==> src/rtl/vga_fb_arbiter_if.sv <==
// CPU-side memory-mapped bus for the framebuffer arbiter.
// master: the RV core bus port; slave: the arbiter.
interface vga_fb_arbiter_if #(
    parameter int ADDR_W = 13,
    parameter int DATA_W = 24
);
    logic              cpu_req;
    logic              cpu_we;
    logic [ADDR_W-1:0] cpu_addr;
    logic [DATA_W-1:0] cpu_wdata;
    logic [DATA_W-1:0] cpu_rdata;
    logic              cpu_ack;

    modport master (
        output cpu_req, cpu_we, cpu_addr, cpu_wdata,
        input  cpu_rdata, cpu_ack
    );

    modport slave (
        input  cpu_req, cpu_we, cpu_addr, cpu_wdata,
        output cpu_rdata, cpu_ack
    );
endinterface

==> src/rtl/vga_fb_arbiter.sv <==
// Framebuffer RAM arbiter: shares one single-port synchronous RAM between
// the VGA pixel prefetch FIFO and the CPU bus. Pixel fetch wins whenever
// the FIFO (plus reads in flight) is below the low watermark; otherwise the
// CPU gets the slot, and spare slots keep topping up the FIFO.
// Optional build macro: VGA_FB_UFCNT_EN enables the saturating underflow
// event counter on underflow_cnt_o (tied to 0 otherwise).
//
// CPU FSM
//   state  | meaning
//   ARB    | idle, CPU request may be granted this cycle
//   ISSUED | RAM access issued last cycle, read data on mem_rdata_i now
//   ACK    | cpu_ack pulse; request ignored this cycle
module vga_fb_arbiter #(
    parameter int ADDR_W       = 13,
    parameter int DATA_W       = 24,
    parameter int FRAME_PIXELS = 4800,
    parameter int FIFO_DEPTH   = 8,
    parameter int LOW_WM       = 2
) (
    input  logic              clk,
    input  logic              rst,
    input  logic              frame_start_i,
    input  logic              pix_pop_i,
    output logic              pix_valid_o,
    output logic [DATA_W-1:0] pix_data_o,
    output logic              underflow_o,
    vga_fb_arbiter_if.slave   cpu,
    output logic              mem_en_o,
    output logic              mem_we_o,
    output logic [ADDR_W-1:0] mem_addr_o,
    output logic [DATA_W-1:0] mem_wdata_o,
    input  logic [DATA_W-1:0] mem_rdata_i,
    output logic [15:0]       underflow_cnt_o
);
    localparam int PTR_W = $clog2(FIFO_DEPTH);
    localparam int CNT_W = PTR_W + 1;
    localparam logic [ADDR_W:0] FRAME_END = (ADDR_W+1)'(FRAME_PIXELS);

    typedef enum logic [1:0] {ARB, ISSUED, ACK} state_t;

    state_t             state_q, state_d;
    logic [DATA_W-1:0]  fifo_mem [FIFO_DEPTH];
    logic [PTR_W-1:0]   rd_ptr_q, wr_ptr_q;
    logic [CNT_W-1:0]   count_q;
    logic [ADDR_W:0]    fetch_ptr_q;
    logic               inflight_q;
    logic               underflow_q;
    logic               cpu_rd_q;
    logic [DATA_W-1:0]  cpu_rdata_q;

    logic [CNT_W-1:0]   count_eff, occ;
    logic [ADDR_W:0]    ptr_eff;
    logic               room, urgent, grant_cpu, grant_pix;
    logic               push, pop, uf_event;

    // frame_start restarts the frame in the same cycle, so the grant sees an
    // empty FIFO and pointer 0; a read in flight from before is ignored.
    always_comb begin
        count_eff = frame_start_i ? '0 : count_q;
        ptr_eff   = frame_start_i ? '0 : fetch_ptr_q;
        occ       = count_eff + CNT_W'(inflight_q && !frame_start_i);
        room      = (occ < CNT_W'(FIFO_DEPTH)) && (ptr_eff < FRAME_END);
        urgent    = room && (occ < CNT_W'(LOW_WM));
        grant_cpu = !urgent && (state_q == ARB) && cpu.cpu_req;
        grant_pix = room && !grant_cpu;
        push      = inflight_q && !frame_start_i;
        pop       = pix_pop_i && (count_q != '0) && !frame_start_i;
        uf_event  = pix_pop_i && (count_q == '0) && !frame_start_i;
    end

    // RAM port driven straight from the grant; forced quiet while in reset.
    always_comb begin
        mem_en_o    = 1'b0;
        mem_we_o    = 1'b0;
        mem_addr_o  = '0;
        mem_wdata_o = '0;
        if (!rst) begin
            if (grant_cpu) begin
                mem_en_o   = 1'b1;
                mem_we_o   = cpu.cpu_we;
                mem_addr_o = cpu.cpu_addr;
                if (cpu.cpu_we) mem_wdata_o = cpu.cpu_wdata;
            end else if (grant_pix) begin
                mem_en_o   = 1'b1;
                mem_addr_o = ptr_eff[ADDR_W-1:0];
            end
        end
    end

    // Fetch pointer, in-flight flag and FIFO bookkeeping.
    always_ff @(posedge clk or posedge rst) begin
        if (rst) begin
            rd_ptr_q    <= '0;
            wr_ptr_q    <= '0;
            count_q     <= '0;
            fetch_ptr_q <= '0;
            inflight_q  <= 1'b0;
            underflow_q <= 1'b0;
        end else begin
            inflight_q  <= grant_pix;
            fetch_ptr_q <= grant_pix ? ptr_eff + (ADDR_W+1)'(1) : ptr_eff;
            if (frame_start_i) begin
                rd_ptr_q    <= '0;
                wr_ptr_q    <= '0;
                count_q     <= '0;
                underflow_q <= 1'b0;
            end else begin
                if (push) wr_ptr_q <= wr_ptr_q + PTR_W'(1);
                if (pop)  rd_ptr_q <= rd_ptr_q + PTR_W'(1);
                unique case ({push, pop})
                    2'b10:   count_q <= count_q + CNT_W'(1);
                    2'b01:   count_q <= count_q - CNT_W'(1);
                    default: count_q <= count_q;
                endcase
                if (uf_event) underflow_q <= 1'b1;
            end
        end
    end

    // FIFO storage; contents are don't-care while the count says empty.
    always_ff @(posedge clk) begin
        if (push) fifo_mem[wr_ptr_q] <= mem_rdata_i;
    end

    assign pix_valid_o = (count_q != '0);
    assign pix_data_o  = pix_valid_o ? fifo_mem[rd_ptr_q] : '0;
    assign underflow_o = underflow_q;

    // CPU FSM state register.
    always_ff @(posedge clk or posedge rst) begin
        if (rst) state_q <= ARB;
        else     state_q <= state_d;
    end

    // CPU FSM next state: fixed two-cycle completion after the grant.
    always_comb begin
        state_d = state_q;
        unique case (state_q)
            ARB:     if (grant_cpu) state_d = ISSUED;
            ISSUED:  state_d = ACK;
            ACK:     state_d = ARB;
            default: state_d = ARB;
        endcase
    end

    // Remember the access direction and capture read data one cycle later.
    always_ff @(posedge clk or posedge rst) begin
        if (rst) begin
            cpu_rd_q    <= 1'b0;
            cpu_rdata_q <= '0;
        end else begin
            if (grant_cpu) cpu_rd_q <= !cpu.cpu_we;
            if (state_q == ISSUED && cpu_rd_q) cpu_rdata_q <= mem_rdata_i;
        end
    end

    assign cpu.cpu_ack   = (state_q == ACK);
    assign cpu.cpu_rdata = cpu_rdata_q;

`ifdef VGA_FB_UFCNT_EN
    logic [15:0] uf_cnt_q;

    // Saturating count of pops while empty; only reset clears it.
    always_ff @(posedge clk or posedge rst) begin
        if (rst)                                uf_cnt_q <= '0;
        else if (uf_event && uf_cnt_q != 16'hFFFF) uf_cnt_q <= uf_cnt_q + 16'd1;
    end

    assign underflow_cnt_o = uf_cnt_q;
`else
    assign underflow_cnt_o = '0;
`endif
endmodule

==> src/flat_wrapper.sv <==
// flat-port wrapper written by rule: the top's interface ports become plain ports
module vga_fb_arbiter_flat 
#(
    parameter int ADDR_W       = 13,
    parameter int DATA_W       = 24,
    parameter int FRAME_PIXELS = 4800,
    parameter int FIFO_DEPTH   = 8,
    parameter int LOW_WM       = 2
)
  (clk, rst, frame_start_i, pix_pop_i, pix_valid_o, pix_data_o, underflow_o, mem_en_o, mem_we_o, mem_addr_o, mem_wdata_o, mem_rdata_i, underflow_cnt_o, cpu_cpu_req, cpu_cpu_we, cpu_cpu_addr, cpu_cpu_wdata, cpu_cpu_rdata, cpu_cpu_ack);
  vga_fb_arbiter_if #(.ADDR_W(ADDR_W), .DATA_W(DATA_W)) cpu_i ();
  input  logic clk;
  input  logic rst;
  input  logic frame_start_i;
  input  logic pix_pop_i;
  output logic pix_valid_o;
  output logic [DATA_W-1:0] pix_data_o;
  output logic underflow_o;
  output logic mem_en_o;
  output logic mem_we_o;
  output logic [ADDR_W-1:0] mem_addr_o;
  output logic [DATA_W-1:0] mem_wdata_o;
  input  logic [DATA_W-1:0] mem_rdata_i;
  output logic [15:0] underflow_cnt_o;
  input wire logic [$bits(cpu_i.cpu_req)-1:0] cpu_cpu_req;
  input wire logic [$bits(cpu_i.cpu_we)-1:0] cpu_cpu_we;
  input wire logic [$bits(cpu_i.cpu_addr)-1:0] cpu_cpu_addr;
  input wire logic [$bits(cpu_i.cpu_wdata)-1:0] cpu_cpu_wdata;
  output wire logic [$bits(cpu_i.cpu_rdata)-1:0] cpu_cpu_rdata;
  output wire logic [$bits(cpu_i.cpu_ack)-1:0] cpu_cpu_ack;
  assign cpu_i.cpu_req = cpu_cpu_req;
  assign cpu_i.cpu_we = cpu_cpu_we;
  assign cpu_i.cpu_addr = cpu_cpu_addr;
  assign cpu_i.cpu_wdata = cpu_cpu_wdata;
  assign cpu_cpu_rdata = cpu_i.cpu_rdata;
  assign cpu_cpu_ack = cpu_i.cpu_ack;
  vga_fb_arbiter #(.ADDR_W(ADDR_W), .DATA_W(DATA_W), .FRAME_PIXELS(FRAME_PIXELS), .FIFO_DEPTH(FIFO_DEPTH), .LOW_WM(LOW_WM)) u_core (.clk(clk), .rst(rst), .frame_start_i(frame_start_i), .pix_pop_i(pix_pop_i), .pix_valid_o(pix_valid_o), .pix_data_o(pix_data_o), .underflow_o(underflow_o), .cpu(cpu_i), .mem_en_o(mem_en_o), .mem_we_o(mem_we_o), .mem_addr_o(mem_addr_o), .mem_wdata_o(mem_wdata_o), .mem_rdata_i(mem_rdata_i), .underflow_cnt_o(underflow_cnt_o));
endmodule
==> config.mk <==
export PLATFORM = sky130hd
export DESIGN_NAME = vga_fb_arbiter_flat
export DESIGN_NICKNAME = d
export VERILOG_FILES = /design/src/rtl/vga_fb_arbiter_if.sv /design/src/rtl/vga_fb_arbiter.sv /design/src/flat_wrapper.sv
export SDC_FILE = /design/constraint.sdc
export NUM_CORES = 1
export LEC_CHECK = 0
export CORE_UTILIZATION = 45
export DETAILED_ROUTE_END_ITERATION = 8
export GPL_ROUTABILITY_DRIVEN = 0
export PLACE_DENSITY = 0.72
export SLEW_MARGIN = 20
export SYNTH_ARGS = -nofsm -noshare
export SYNTH_HDL_FRONTEND = slang
export SYNTH_SLANG_ARGS = --single-unit
==> constraint.sdc <==
create_clock -name clk -period 3 [get_ports clk]
set_input_delay 0.3 -clock clk [delete_from_list [all_inputs] [get_ports clk]]
set_output_delay 0.3 -clock clk [all_outputs]
set_load 0.02 [all_outputs]
# Word-level counts from Yosys, hierarchy flattened

Memory sizes are Yosys's and may differ from the RTL's.
Cells that the tools add are included.

Multiplexer cells: 27
$lt $le $gt $ge: 3
Reduce and logical (&&, ||, !) cells: 22
Equal/unequal tests: 5
$add $sub $neg: 6

Operators by type and width:

| cell                  | number |
|---|---|
| $mux 24               | 4 |
| $mux 13               | 3 |
| $mux 14               | 2 |
| $add 14x1->14 const B | 1 |
| $lt 14x13->1 const B  | 1 |
| $mux 3                | 4 |
| $logic_and 1x1->1     | 11 |
| $mux 1                | 9 |
| $mux 4                | 2 |
| $pmux 4 s2            | 1 |
| $add 3x1->3 const B   | 2 |
| $reduce_bool 2->1     | 3 |
| $add 4x1->4           | 1 |
| $add 4x1->4 const B   | 1 |
| $eq 2x1->1 const B    | 2 |
| $eq 2x2->1 const B    | 2 |
| $logic_not 1->1       | 4 |
| $logic_not 4->1       | 1 |
| $lt 4x2->1 const B    | 1 |
| $lt 4x4->1 const B    | 1 |
| $pmux 2 s2            | 1 |
| $reduce_bool 4->1     | 1 |
| $sub 4x1->4 const B   | 1 |
| $reduce_bool 3->1     | 1 |
| other kinds (3)       | 3 |

Memories kept: 1
Output and inout bits: 106
Register bits after elaboration: 53
Input bits: 67
Word-level logic and storage cells: 73
RAM bits: 192

Memory list:

| memory          | words | bits a word | read ports | clocked after memory_dff | wr ports | RTL line             | source |
|---|---|---|---|---|---|---|---|
| u_core.fifo_mem | 8     | 24          | 1          | 0                        | 1        | vga_fb_arbiter.sv:42 | `logic [DATA_W-1:0] fifo_mem [FIFO_DEPTH];` |

# Logic depth before layout (Yosys ltp)

Gate-level depths: netlist (run 1).

Word-level depth: 14
Depth in mapped cells: 11
Depth with buffers taken out: 9

# Worst setup path before layout (run 1)

No wires, ideal clock.

Path type: input to output
Start: input port frame_start_i
End: output port mem_addr_o[0]
Stages: 11
Required time: 2.700 ns
Slack: -0.075 ns
Arrival time: 2.775 ns
Path buffers: 3
Path through: buf_1 -> clkbuf_1 -> nor2b_1 -> ha_1 -> and4bb_2 -> a211oi_4 -> buf_4 -> nor2_1 -> ha_1 -> nand3_1 -> a21oi_1

Longest elaborated chain between the ends: 14
Elaborated cells on any way between the ends: 18
Classes of those cells: add/sub: 1; order compare: 3; mux: 5; reduce/logical: 9

RTL lines:

| what                           | RTL line             | source |
|---|---|---|
| from (decl)                    | flat_wrapper.sv:14   | `input logic frame_start_i;` |
| $logic_not 1->1                | vga_fb_arbiter.sv:61 | `occ = count_eff + CNT_W'(inflight_q && !frame_start_i);` |
| $logic_and 1x1->1              | vga_fb_arbiter.sv:61 |  |
| $add 4x1->4                    | vga_fb_arbiter.sv:61 |  |
| $lt 4x4->1                     | vga_fb_arbiter.sv:62 | `room = (occ < CNT_W'(FIFO_DEPTH)) && (ptr_eff < FRAME_END);` |
| $logic_and 1x1->1              | vga_fb_arbiter.sv:62 |  |
| $logic_and 1x1->1              | vga_fb_arbiter.sv:63 | `urgent = room && (occ < CNT_W'(LOW_WM));` |
| $logic_not 1->1                | vga_fb_arbiter.sv:64 | `grant_cpu = !urgent && (state_q == ARB) && cpu.cpu_req;` |
| $logic_and 1x1->1 (2 in a row) | vga_fb_arbiter.sv:64 |  |
| $logic_not 1->1                | vga_fb_arbiter.sv:65 | `grant_pix = room && !grant_cpu;` |
| $logic_and 1x1->1 *            | vga_fb_arbiter.sv:65 |  |
| net u_core.grant_pix           | vga_fb_arbiter.sv:53 | `logic room, urgent, grant_cpu, grant_pix;` |
| $mux 13 *                      | vga_fb_arbiter.sv:83 | `end else if (grant_pix) begin` |
| $mux 13 *                      | vga_fb_arbiter.sv:78 | `if (grant_cpu) begin` |
| $mux 13 *                      | vga_fb_arbiter.sv:77 | `if (!rst) begin` |
| to (decl)                      | flat_wrapper.sv:21   | `output logic [ADDR_W-1:0] mem_addr_o;` |

Mark *: on every way through the listed nets, which the timed path passes. The rest lies on a longest branch.

# Worst setup path in the final report (run 1)

Start: register u_core.inflight_q
End: output port mem_addr_o[12]

Longest elaborated chain between the ends: 13
Elaborated cells on any way between the ends: 14
Classes of those cells: add/sub: 1; order compare: 2; mux: 3; reduce/logical: 8

RTL lines:

| what                           | RTL line              | source |
|---|---|---|
| from (decl)                    | vga_fb_arbiter.sv:46  | `logic inflight_q;` |
| from (signal assigned)         | vga_fb_arbiter.sv:100 | `inflight_q <= grant_pix;` |
| $logic_and 1x1->1 *            | vga_fb_arbiter.sv:61  |  |
| $add 4x1->4 *                  | vga_fb_arbiter.sv:61  |  |
| $lt 4x4->1                     | vga_fb_arbiter.sv:62  |  |
| $logic_and 1x1->1              | vga_fb_arbiter.sv:62  |  |
| $logic_and 1x1->1              | vga_fb_arbiter.sv:63  |  |
| $logic_not 1->1                | vga_fb_arbiter.sv:64  |  |
| $logic_and 1x1->1 (2 in a row) | vga_fb_arbiter.sv:64  |  |
| $logic_not 1->1                | vga_fb_arbiter.sv:65  |  |
| $logic_and 1x1->1              | vga_fb_arbiter.sv:65  |  |
| $mux 13                        | vga_fb_arbiter.sv:83  |  |
| $mux 13 *                      | vga_fb_arbiter.sv:78  |  |
| $mux 13 *                      | vga_fb_arbiter.sv:77  |  |

Mark *: on every way between the ends. The rest lies on a longest branch, timed or not.

==> run metrics, run 1 <==
Tcrit/Tclk final=a little under 100%; Final ANT Viol Nets=0; post-route cell area=~13000 um2; setup slack after placement=-438 ps; Yosys warnings=0; max-slew violations=0; critical path type=register to primary output; post-synthesis average cell area=16.8 um2; leakage power=between 4 and 5 nW; vias in the first global route=approximately 6.4k; pin count of the biggest net entering global routing=35; Worst Tran Pin Value=between 600 and 700 ps; input/output buffers=~160; cell mode on critical path=buf_4; dpl cell area=around 13000 um2; DR WL/cell=between 20 and 25 um; Layout Utilization=approximately three fifths; pwr/cell area=approximately 900 nW/um2; CP Launch Type=register; leading cell type in the layout, fill and taps excluded=edfxtp_1; outcome=completed; worst clock skew=13.2 ps; register area share after synthesis=68.2%; clk root buf=clkbuf_16; GRT Overall Usage=19.3%; DRT Pass-1 Iters=4; P&R area growth vs syn=29.5%; Mapped Cells=621; Core Box Area=around 23000 um2; Worst Hold Slack=258 ps; max_cap viols=0; Skew-Pair Late Insertion Delay=a little over 500 ps; Residual DRC=0; GR Overflow Total=0; die extent in y=roughly 150 um; routed wire length=22900 um; crit path DAT=about 2700 ps; antenna violations before repair=0; die area=23700 um2; Critical Path Max Stage Delay=roughly 380 ps; RSZ-0062 raised after global routing=yes; Synth Cell Area=about 10000 um2; setup violators final=0; FF+latch count, synth=about 250; area leader, netlist=edfxtp_1; clock sink total=approximately 250; max_slew headroom=between 50% and 60%; Crit. End Element=primary output; CP Max Fanout=5; post-DP HPWL=around 15000 um; H-tree Lvls=1; vias per cell=~5.4; Critical Path Slowest Stage Cell=dfrtp_1; Tot Pwr=about 12 mW; commonest non-fill, non-tap cells in the layout=edfxtp_1 (192), clkdlybuf4s50_1 (114), buf_4 (51); share of layout cells above drive strength 1=approximately 30%; Post-layout nets=904; Synth Flop Type=edfxtp_1; Ports=~170; number of synthesized flops with an enable pin=roughly 190; Worst Hold Class=primary input to asynchronous set/reset pin; worst path cell trace=nor2b_4, and2_4, ha_4, and4bb_2, a211oi_4, buf_6, nor4_4, buf_4, nand2_1, a21oi_1, buf_4; final worst path period need=2970 ps; Yosys top cell area share=a little under three fifths; CTS Buf Count=25; Post-CTS Hold Buffers=0; worst setup margin=~32 ps; Die Width=approximately 150 um; ant diodes=0; CTS tree=yes; fillers=~1.7k; initial DRC count=306; first-pass GRT wire length=35400 um; Fmax=337 MHz; Synth async-reset ratio=21.6%; starting density of the core=between 40% and 50%; via count=slightly above 6k; clock buffer depth=3; Clock transition at path regs=around 60 ps; synth top area cells=edfxtp_1 (55%), dfrtp_1 (13%), mux4_2 (10%), mux2i_1 (2.7%), mux2_2 (2.6%); post-synth cell types=57; VDD IR max=just under 0.5 mV; site row count=55; Req. time, crit path=roughly 2700 ps; final hold viol count=0
[final timing paths]
kind	end	cells after the start	from	slack [ps]
min in group clk	u_core.state_q[1]	1	u_core.state_q[1]	470
max	mem_addr_o[12]	11	u_core.inflight_q	30
max in group asynchronous	u_core.cpu.cpu_rdata[13]	3	rst	2330
max reg2reg	u_core.count_q[3]	9	u_core.count_q[3]	350
min	u_core.state_q[0]	3	rst	260
min reg2reg	u_core.state_q[1]	1	u_core.state_q[1]	470
[stage by stage]
stage / TNS (ps) / std cells
global route: -770 / 1131
global placement: -7680 / 1073
floorplan: -3860 / 636
CTS: -6.38 / 1123
finish: 0 / 1131
detailed placement: -10930 / 1073
[power breakdown]
| part | leakage, nW | switching [mW] | internal [mW] |
|---|---|---|---|
| combinational | 2.10 | 2.26 | 2.24 |
| clock | 0.364 | 1.19 | 1.64 |
| sequential | 2.40 | 0.305 | 4.24 |
[synthesized netlist by cell type (3+ instances only)]
cell type  number
edfxtp_1      192
dfrtp_1        53
nor2_1         51
mux4_2         48
mux2i_1        28
and2_1         26
mux2_2         24
nand2_1        22
buf_4          18
a21oi_1        16
clkbuf_1       15
o21ai_1        13
buf_2           9
nand3_1         8
nor2b_1         8
ha_1            7
xnor2_1         7
inv_1           6
nand4_1         6
buf_1           5
nor3b_1         5
a21oi_2         3
a32o_1          3
mux2_1          3
nor4_1          3
xor2_1          3
[metal layers]
layer	part of all wire [%]	GRT usage [%]	vias to the layer above	routed length (um)
li1	-	-	2769	-
met1	43	25.9	3132	9800
met2	52	34.0	160	11800
met4	1.3	4.05	0	292
met3	4.1	2.31	29	933
met5	0	0	-	0
[state kept, by name (all words and copies together) (netlist names)]
name and flops:
u_core.fetch_ptr_q 14, u_core.state_q 2, u_core.count_q 4, u_core.underflow_o 1
u_core.wr_ptr_q 3, u_core.rd_ptr_q 3, u_core.inflight_q 1, u_core.fifo_mem 192
u_core.cpu.cpu_rdata 24, u_core.cpu_rd_q 1
[final cells by class]
cell class              instances  area [um2]  share of cell area (%)
flip-flops and latches        245        7100                    52.7
multi-input cells             335        3230                    24.0
repair buffers                214        2020                    15.0
clock buffers                  33         666                    4.94
well taps                     285         357                    2.65
clock inverters                11        77.6                   0.576
inverters                       8        30.0                   0.223
[kinds of logic after synthesis]
group | share of synthesized area [%]
DFF | 68.2
and+or+nand+nor | 7.38
AOI/OAI and AO/OA | 3.52
buffers and inverters | 2.85
adders and majority gates | 1.03
xor gates and xnor gates | 0.998
other | 0.0360
muxes | 16.0
[worst max-delay path, delay by kind of cell, from the launching register on]
kind	cells	cell delay [ps]
AND/OR/NAND/NOR	5	860
buffers and inverters	3	510
flip-flops	1	380
adder cells (fa/ha/maj)	1	210
AO/OA/AOI/OAI	2	200
[timing repair]
item                       CTS  global route
pin swaps                    2             6
gates resized for setup    144            58
gates cloned                 1             0
hold endpoints to repair     0             0
buffers inserted             5             8
setup endpoints to repair   48            48
No activity file was read; power rests on OpenSTA's default activity.
==> run 2, diff against run 1 <==
--- a/config.mk
+++ b/config.mk
@@ -5,11 +5,11 @@
 export SDC_FILE = /design/constraint.sdc
 export NUM_CORES = 1
 export LEC_CHECK = 0
+export CAP_MARGIN = 20
 export CORE_UTILIZATION = 45
 export DETAILED_ROUTE_END_ITERATION = 8
 export GPL_ROUTABILITY_DRIVEN = 0
 export PLACE_DENSITY = 0.72
-export SLEW_MARGIN = 20
 export SYNTH_ARGS = -nofsm -noshare
 export SYNTH_HDL_FRONTEND = slang
 export SYNTH_SLANG_ARGS = --single-unit
==> results of run 2 <==
Final layout, timing and power as in run 1 (identical DEF).
